## src/rtl/code_queue.sv

```systemverilog
// ----------------------------------------------------------------------------
// code_queue
//
// Captures codes from an upstream 4-to-2 encoder and queues each *new* code
// in a small show-ahead FIFO. A code is considered new when it is valid and
// either the previous sample was invalid or the code changed. Holding one
// code therefore enqueues it once only.
//
// Optional feature (macro CODE_QUEUE_HIST_EN):
//   When defined, four 8-bit saturating hit counters count each accepted
//   code value. When undefined, the counters are not built and hist reads 0.
//
// Parameters:
//   DEPTH     FIFO entry count; power of two, 2..16 (default 4)
//
// Ports:
//   clk       input   clock; all state changes on the rising edge
//   rst_n     input   synchronous active-low reset
//   code_in   input   [1:0] encoded code from the upstream encoder
//   code_vld  input   at least one encoder request line is active
//   out_rdy   input   downstream can accept the head entry
//   out_code  output  [1:0] head entry code, 0 when empty
//   out_vld   output  head entry valid (FIFO not empty)
//   count     output  [log2(DEPTH):0] occupancy, 0..DEPTH
//   ovf       output  sticky overflow flag, cleared only by reset
//   hist      output  [31:0] per-code hit counters, bits [8k+7:8k] = code k
//
// Handshake: the head entry is transferred on a rising edge where
// out_vld=1 and out_rdy=1. out_vld never depends on out_rdy, and out_code
// is stable while out_vld=1 and no transfer takes place. out_rdy has no
// effect while out_vld=0.
// ----------------------------------------------------------------------------
module code_queue #(
    parameter int DEPTH = 4
) (
    input  logic                     clk,
    input  logic                     rst_n,
    input  logic [1:0]               code_in,
    input  logic                     code_vld,
    input  logic                     out_rdy,
    output logic [1:0]               out_code,
    output logic                     out_vld,
    output logic [$clog2(DEPTH):0]   count,
    output logic                     ovf,
    output logic [31:0]              hist
);

    localparam int AW = $clog2(DEPTH);
    localparam logic [AW:0] FULL_CNT = (AW + 1)'(DEPTH);

    // Storage and pointers. DEPTH is a power of two, so the pointers wrap
    // modulo DEPTH simply by overflowing their natural width.
    logic [1:0]    mem [DEPTH];
    logic [AW-1:0] wr_ptr;
    logic [AW-1:0] rd_ptr;
    logic [AW:0]   cnt;
    logic          ovf_q;

    // Previous-sample register used for change detection.
    logic [1:0]    last_code;
    logic          last_vld;

    logic          push_req;
    logic          full;
    logic          pop;
    logic          push;
    logic          drop;

    // A request is a valid code that is new relative to the last sample.
    assign push_req = code_vld && (!last_vld || (code_in != last_code));
    assign full     = (cnt == FULL_CNT);
    assign pop      = out_vld && out_rdy;
    // When full, a same-edge pop frees the slot the push lands in.
    assign push     = push_req && (!full || pop);
    assign drop     = push_req && full && !pop;

    always_ff @(posedge clk) begin
        if (!rst_n) begin
            last_code <= 2'd0;
            last_vld  <= 1'b0;
        end else begin
            last_code <= code_in;
            last_vld  <= code_vld;
        end
    end

    // Entry storage is not reset: the occupancy count alone decides which
    // entries are live, so stale data is never visible.
    always_ff @(posedge clk) begin
        if (rst_n && push) begin
            mem[wr_ptr] <= code_in;
        end
    end

    always_ff @(posedge clk) begin
        if (!rst_n) begin
            wr_ptr <= '0;
            rd_ptr <= '0;
            cnt    <= '0;
            ovf_q  <= 1'b0;
        end else begin
            if (push) begin
                wr_ptr <= wr_ptr + 1'b1;
            end
            if (pop) begin
                rd_ptr <= rd_ptr + 1'b1;
            end
            case ({push, pop})
                2'b10:   cnt <= cnt + 1'b1;
                2'b01:   cnt <= cnt - 1'b1;
                default: cnt <= cnt;
            endcase
            if (drop) begin
                ovf_q <= 1'b1;
            end
        end
    end

    // Show-ahead output: the head entry is visible combinationally from the
    // registered read pointer, with no read latency.
    assign out_vld  = (cnt != '0);
    assign out_code = out_vld ? mem[rd_ptr] : 2'd0;
    assign count    = cnt;
    assign ovf      = ovf_q;

`ifdef CODE_QUEUE_HIST_EN
    // One saturating counter per code value; only accepted pushes count.
    logic [7:0] hist_cnt [4];

    always_ff @(posedge clk) begin
        if (!rst_n) begin
            for (int k = 0; k < 4; k++) begin
                hist_cnt[k] <= 8'd0;
            end
        end else if (push && (hist_cnt[code_in] != 8'hFF)) begin
            hist_cnt[code_in] <= hist_cnt[code_in] + 8'd1;
        end
    end

    assign hist = {hist_cnt[3], hist_cnt[2], hist_cnt[1], hist_cnt[0]};
`else
    assign hist = 32'd0;
`endif

endmodule

```

## config.mk

```make
export PLATFORM = sky130hd
export DESIGN_NAME = code_queue
export DESIGN_NICKNAME = d
export VERILOG_FILES = /design/src/rtl/code_queue.sv
export SDC_FILE = /design/constraint.sdc
export NUM_CORES = 1
export LEC_CHECK = 0
export CAP_MARGIN = 20
export CORE_MARGIN = 2
export CORE_UTILIZATION = 47
export DETAILED_ROUTE_END_ITERATION = 8
export PLACE_DENSITY_LB_ADDON = 0.3
export SYNTH_ARGS = -nofsm -noshare
export SYNTH_HDL_FRONTEND = slang
export SYNTH_SLANG_ARGS = --single-unit
```

## constraint.sdc

```tcl
create_clock -name clk -period 3.8 [get_ports clk]
set_input_delay 0.38 -clock clk [delete_from_list [all_inputs] [get_ports clk]]
set_output_delay 0.38 -clock clk [all_outputs]
set_load 0.05 [all_outputs]
```

-- After elaboration in Yosys (flattened, before gate mapping)
Memory sizes are Yosys's and may differ from the RTL's. A register that Yosys moved wholly into a read port is not among the register bits.
Cells that the tools add are included.
W data, S select, Z words.
- bits in registers: 11
- latch bits: 0
- RAM bits: 8
- ROM bits: 0
- input port bits: 6
- output and inout port bits: 39
- logic and storage cells: 34
- memories: 1
- $add $sub $neg: 4
- multipliers: 0
- div/mod/pow operators: 0
- order comparisons: 0
- equal/unequal tests: 4
- shift-type cells: 0
- multiplexer cells: 6
- bitwise gates (word level): 0
- reduce and logical (&&, ||, !) cells: 13
- memories (name ; words ; bits a word ; read ports ; clocked after Yosys merged registers in ; wr ports ; RTL line ; RTL):
    mem ; 4 ; 2 ; 1 ; 1 ; 1 ; 53 ; logic [1:0] mem [DEPTH];
- operators with widths (operator ; count):
    $logic_and A1 B1 Y1 ; 6
    $mux W2 ; 3
    $pmux W3 S2 ; 1
    $add A2 B1 Y2 const B ; 2
    $add A3 B1 Y3 const B ; 1
    $eq A3 B3 Y1 const B ; 1
    $logic_not A1 Y1 ; 3
    $reduce_bool A3 Y1 ; 1
    $sub A3 B1 Y3 const B ; 1
    $eq A2 B1 Y1 const B ; 1
    $eq A2 B2 Y1 const B ; 1
    $logic_or A1 B1 Y1 ; 2
    $mux W1 ; 2
    $ne A2 B2 Y1 ; 1
    $reduce_bool A2 Y1 ; 1

-- Depth between registers and ports, before layout
Gate-level depths: netlist (run 1).
- depth after elaboration: 7
- mapped depth: 7
- mapped depth without buffers: 7

-- Least setup slack after synthesis (run 1)
OpenSTA, ideal clock, no wires.
- path type: flip-flop to output port
- from: register cnt[0], in the netlist count[0]
- to: output out_code[0]
- data arrival time: 1729 ps
- data required time: 3420 ps
- setup slack: 1691 ps
- stages on the path, launching flop included: 3
- buffers on the path: 0
- cell sequence: dfxtp_1 > or3_1 > and2_1
- cells in the longest elaborated chain, start to end: 2
- RTL lines (element ; RTL line ; RTL):
    start, declared ; 56 ; logic [AW:0] cnt;
    start signal, assigned ; 109 ; 2'b10: cnt <= cnt + 1'b1;
    start signal, assigned ; 110 ; 2'b01: cnt <= cnt - 1'b1;
    start signal, assigned ; 111 ; default: cnt <= cnt;
    $reduce_bool A3 Y1 ; 121 ; assign out_vld = (cnt != '0);
    named net out_vld ; 42 ; output logic out_vld,
    $mux W2 ; 122 ; assign out_code = out_vld ? mem[rd_ptr] : 2'd0;
    end, declared ; 41 ; output logic [1:0] out_code,
The timed path passes the listed nets, and every way through them passes these cells.

==> results.yml, run 1 <==
power:
  leakage_uw: 0.000536
  ir_drop_uv: 372
  cellPowerDensity_nw_per_um2: 621
finish:
  final_core_util_pct: 51.0
  drive_gt1_share_pct: 6.35
  fillers: 236
  final_cell_mix: "conb_1 (32), dfxtp_1 (13), clkdlybuf4s50_1 (12)"
  diodes: 0
  area.growth.synth_to_final_pct: 3.48
  layout.nets: 138
  mostFrequentLayoutCell: "conb_1"
synth:
  synth_area_um2: 1220
  synth.distinct_cells: 35
  avgSynthCellArea_um2: 10.7
  yosys_warnings: 0
  syn_inst: 114
  ys_ff_latch: 21
  yosysSeqAreaShare_pct: 41.0
floorplan:
  die_h_um: 55.0
  core_um2: 2480
  fp.dieW_um: 55.0
  ioPinCount: 45
  fp-row-count: 18
  die_area_um2: 3020
  initial_core_util_pct: 49.3
placed_design:
  dp_hpwl_mm: 1.35
  gp_congestion: 0.708
  io_buffers: 12
outcome:
  status: "finished, final reports clean"
clock_tree:
  clock_sinks: 21
  cts.clk_slew.worst_paths_ns: 0.12
  ctsHtreeMaxLevel: 1
  ctsHoldBuffers: 0
  root_buffer: "clkbuf_4"
  cts_tree: "built"
  post_cts_buffers: 0
  worstSkewPairLatency_ns: 0.30
  cts-resized-gates: 0
  numCtsBuffers: 3
  clock_path_buffers: 2
route:
  drcViolationCount: 0
  dr.first_iter.drc_count: 11
  postRouteAntennaNets: 0
  dr_total_vias: 706
  wl_per_cell_um: 11.2
  viasPerCell: 4.53
  wirelength_mm: 1.75
  drt-pass1-iter-count: 4
worst_hold_path:
  hold_path_class: "register to register"
  min_from: "wr_ptr[1]"
  whs_endpoint: "wr_ptr[1]"
  hold_path_depth: 2
setup_path:
  ff2ff_path_depth: 6
  startpoint_type: "register"
  endpoint_kind: "output port"
  critPathMaxFanout: 2
  worstSetupPathType: "register to output port"
  timing.rr.start: "count[1]"
  r2r_end: "count[2]"
  r2r_slack_ns: 1.95
  cp.arrival_ns: 2.07
  required_ns: 3.42
timing:
  rsz0062_at_grt: "false"
  hold-worst-slack_ns: 0.507
  min_period_ns: 2.45
  clock_skew_ns: 0.00921
  fmax_mhz: 408
  min_period_over_period_pct: 64.5
  relSlewSlack_pct: 57.2
  finalHoldViolations: 0
  final_max_slew_viol_count: 0
  tns_ns: 0
  worst_pin_slew_ns: 0.640
  setup_viol: 0
global_routing:
  grt_pass1_vias: 587
  grt_pass1_wl_mm: 2.68
  grt_start_max_net_pins: 23
  track_usage_pct: 12.9
  antenna_found_initial: 0
  grt_overflow: 0
run:
  maxCapViolations: 0
-- where the power goes --
part           switching, uW  leakage, uW  internal, uW
Combinational            253     0.000339           125
Clock                   67.8    0.0000177          39.2
Sequential              33.7     0.000180           265
-- layer usage --
metal	vias to the layer above	routed length [um]	global-route usage (%)
li1	342	-	-
met1	329	764	16.6
met2	33	837	19.6
met3	2	116	2.69
met4	0	27	8.54
met5	-	0	0
-- through the flow --
| step | power (uW) | worst slack (ns) | instances | cell area (um^2) |
|---|---|---|---|---|
| after floorplan | 621 | 1.69 | 145 | 1340 |
| after global placement | 680 | 1.34 | 152 | 1240 |
| after detailed placement | 683 | 1.31 | 152 | 1240 |
| after CTS | 790 | 1.32 | 156 | 1260 |
| after global routing | 829 | 1.23 | 156 | 1260 |
| final | 784 | 1.35 | 156 | 1260 |
-- layout make-up --
| class | instances | area (um^2) | share of cell area, % |
|---|---|---|---|
| multi-input combinational | 86 | 567 | 44.9 |
| sequential | 21 | 500 | 39.6 |
| timing repair buffer | 12 | 120 | 9.50 |
| tap | 30 | 37.5 | 2.97 |
| clock buffer | 3 | 22.5 | 1.78 |
| inverter | 3 | 11.3 | 0.891 |
| clock inverter | 1 | 5.00 | 0.396 |
-- registers in the layout (all words and copies together) (netlist names), named ones only --
| name | cells |
|---|---|
| last_vld | 1 |
| mem | 8 |
| last_code | 2 |
| ovf | 1 |
| rd_ptr | 2 |
| count | 3 |
| wr_ptr | 2 |
-- worst max-delay path, stage by stage, from the launching register on --
cell	delay (ns)
dfxtp_1	0.41
mux4_2	0.50
and2_1	0.17
clkdlybuf4s50_1	0.69
-- cells by family after synthesis --
| logic type | count (synthesis) | share of synthesized area [%] |
|---|---|---|
| compound gates | 7 | 4.61 |
| other cells | 1 | 0.307 |
| fa+ha+maj | 5 | 5.74 |
| mux | 5 | 7.17 |
| flops | 21 | 41.0 |
| xor+xnor | 5 | 3.59 |
| simple gates | 32 | 15.5 |
| buf+inv | 38 | 22.1 |
-- cell usage after synthesis, drive strengths merged --
cell | number | area share [%]
and2 | 9 | 4.6
o311a | 1 | 0.82
fa | 1 | 1.6
nand4b | 1 | 0.72
nor2b | 2 | 1.0
inv | 2 | 0.61
and3 | 4 | 2.0
or3 | 1 | 0.51
nand2 | 6 | 1.8
or4b | 1 | 0.82
a21oi | 1 | 0.41
o21ai | 1 | 0.41
edfxtp | 8 | 20
o21bai | 1 | 0.61
o31ai | 1 | 1.0
nor2 | 1 | 0.31
clkbuf | 2 | 0.61
and2b | 1 | 0.61
buf | 33 | 21
xor2 | 2 | 1.4
nand2b | 1 | 0.51
clkinv | 1 | 0.31
nand3 | 2 | 0.82
nand3b | 1 | 0.61
o31a | 1 | 0.72
a21o | 1 | 0.61
nand4 | 2 | 1.0
mux2i | 3 | 3.5
conb | 1 | 0.31
xnor2 | 3 | 2.2
ha | 4 | 4.1
mux4 | 2 | 3.7
dfxtp | 13 | 21
-- how the worst max path moves through the flow --
stage / startpoint / to / slack [ns] / depth (start not counted)
final: register / out_code[0] / 1.35 / 3
after global routing: register / out_code[0] / 1.23 / 3
after CTS: register / out_code[0] / 1.32 / 3
after detailed placement: code_in[1] / count[2] / 1.31 / 8
after global placement: code_in[1] / count[2] / 1.34 / 8
after floorplan: count[0] / out_code[0] / 1.69 / 2
(Power assumes the default switching activity.)
==> run 2: changes to the inputs <==
CORE_UTILIZATION = 39   (was 47)
clock period = 2.1 ns   (was 3.8 ns; I/O delays follow)
==> results.yml, run 2 (synthesis results as in run 1) <==
setup_path:
  ff2ff_path_depth: 6
  path_cells: "o31a_1 > and2_1 > fa_1 > nand3b_1 > a21o_1 > nand4b_1"
  cpPeakStageDelay_ns: 0.41
  critPathTopFamily: "compound AO/OA/AOI/OAI gates"
  endpoint_kind: "register"
  cp.arrival_ns: 2.10
  required_ns: 2.35
  critPathCapture: "count[2]"
  crit_slowest_cell: "fa_1"
  crit_start: "count[1]"
  timing.rr.start: "count[1]"
  path_buf_inv: 0
  critPathMaxFanout: 6
  worstSetupPathType: "register to register"
  r2r_slack_ns: 0.24
  startpoint_type: "register"
  r2r_end: "count[2]"
  cp_num_cells: 6
floorplan:
  die_h_um: 60.0
  fp-row-count: 20
  ioPinCount: 45
  initial_core_util_pct: 40.7
  core_um2: 3000
  fp.dieW_um: 60.0
  die_area_um2: 3590
route:
  drt-pass1-iter-count: 4
  dr.first_iter.drc_count: 10
  wirelength_mm: 1.67
  drcViolationCount: 0
  postRouteAntennaNets: 0
  wl_per_cell_um: 10.2
  dr_total_vias: 710
  viasPerCell: 4.36
finish:
  drive_gt1_share_pct: 10.8
  largest_reg_flops: 8
  diodes: 0
  fillers: 304
  final_cell_mix: "conb_1 (32), dfxtp_1 (13), and2_1 (9), clkdlybuf4s50_1 (9), edfxtp_1 (8)"
  layout.nets: 142
  area.growth.synth_to_final_pct: 5.74
  max_flop_register: "mem"
  final_core_util_pct: 43.0
  mostFrequentLayoutCell: "conb_1"
clock_tree:
  ctsHoldBuffers: 0
  clock_path_buffers: 2
  clock_sinks: 21
  worstSkewPairLatency_ns: 0.30
  cts-resized-gates: 1
  cts_tree: "built"
  numCtsBuffers: 3
  root_buffer: "clkbuf_4"
  post_cts_buffers: 0
  ctsHtreeMaxLevel: 1
  cts.clk_slew.worst_paths_ns: 0.12
global_routing:
  track_usage_pct: 10.0
  grtUsageMet1_pct: 13.4
  grt_pass1_wl_mm: 2.64
  grt_pass1_vias: 590
  grt-busiest-layer: "met2"
  antenna_found_initial: 0
  grt_overflow: 0
  grt_start_max_net_pins: 16
  grt_util_met3_pct: 1.30
  grtUsageMet2_pct: 15.4
timing:
  setup_ws_ns: 0.243
  min_period_ns: 1.86
  clock_skew_ns: 0.00945
  min_period_over_period_pct: 88.4
  finalHoldViolations: 0
  setup_viol: 0
  fmax_mhz: 538
  rsz0062_at_grt: "false"
  final_max_slew_viol_count: 0
  hold-worst-slack_ns: 0.492
outcome:
  status: "finished, final reports clean"
run:
  maxCapViolations: 0
placed_design:
  placement.setup.worst_slack_ns: -0.0209
  dp_hpwl_mm: 1.32
  io_buffers: 12
  gp_congestion: 0.796
power:
  ir_drop_uv: 445
  power_uw: 1400
  leakage_uw: 0.000560
  cellPowerDensity_nw_per_um2: 1090
worst_hold_path:
  hold_path_class: "register to register"
  hold_path_depth: 2
-- run 2: changes by cell type in the layout (fill, tap and decap cells not counted) --
| cell | previous run | this run |
|---|---|---|
| dlygate4sd2_1 | 0 | 1 |
| clkdlybuf4s50_1 | 12 | 9 |
| buf_4 | 0 | 6 |
-- run 2: how the worst min path moves through the flow --
stage | startpoint | endpoint | slack, ns
finish | wr_ptr[1] | wr_ptr[1] | 0.49
floorplan | code_in[0] | mem[0][0] | 0.31
global route | code_vld | last_vld | 0.54
global placement | wr_ptr[1] | wr_ptr[1] | 0.48
CTS | wr_ptr[1] | wr_ptr[1] | 0.50
detailed placement | wr_ptr[1] | wr_ptr[1] | 0.48
-- run 2: through the flow --
stage	area, um^2	std cells	TNS [ns]
2_1_floorplan	1340	145	0
3_3_place_gp	1260	159	0
3_5_place_dp	1260	159	-0.0209
4_1_cts	1290	163	0
5_1_grt	1290	163	0
6_report	1290	163	0
-- run 2: worst min-delay path: cells and delay by family (launching register included) --
family / cells / cell delay [ns]
AND/OR/NAND/NOR: 1 / 0.06
flip-flops: 1 / 0.35
AO/OA/AOI/OAI: 1 / 0.05
-- run 2: routing by layer --
metal | vias up | routed length [um]
met5 | - | 0
met4 | 0 | 22
met3 | 2 | 77
met2 | 23 | 803
met1 | 334 | 766
li1 | 351 | -
-- run 2: area by class of cell --
type	instances	area (um^2)	share of cell area [%]
inverters	3	11.3	0.872
clock buffers	3	22.5	1.74
clock inverters	1	5.00	0.388
well taps	33	41.3	3.20
repair buffers	16	144	11.1
multi-input cells	86	567	43.9
flip-flops and latches	21	500	38.8
-- run 2: report_power, final --
group	total [uW]	switching [uW]	internal, uW	leakage, uW
registers	541	61.1	480	0.000180
logic	675	457	218	0.000363
clock network	188	117	70.8	0.0000177
total	1400	635	769	0.000560
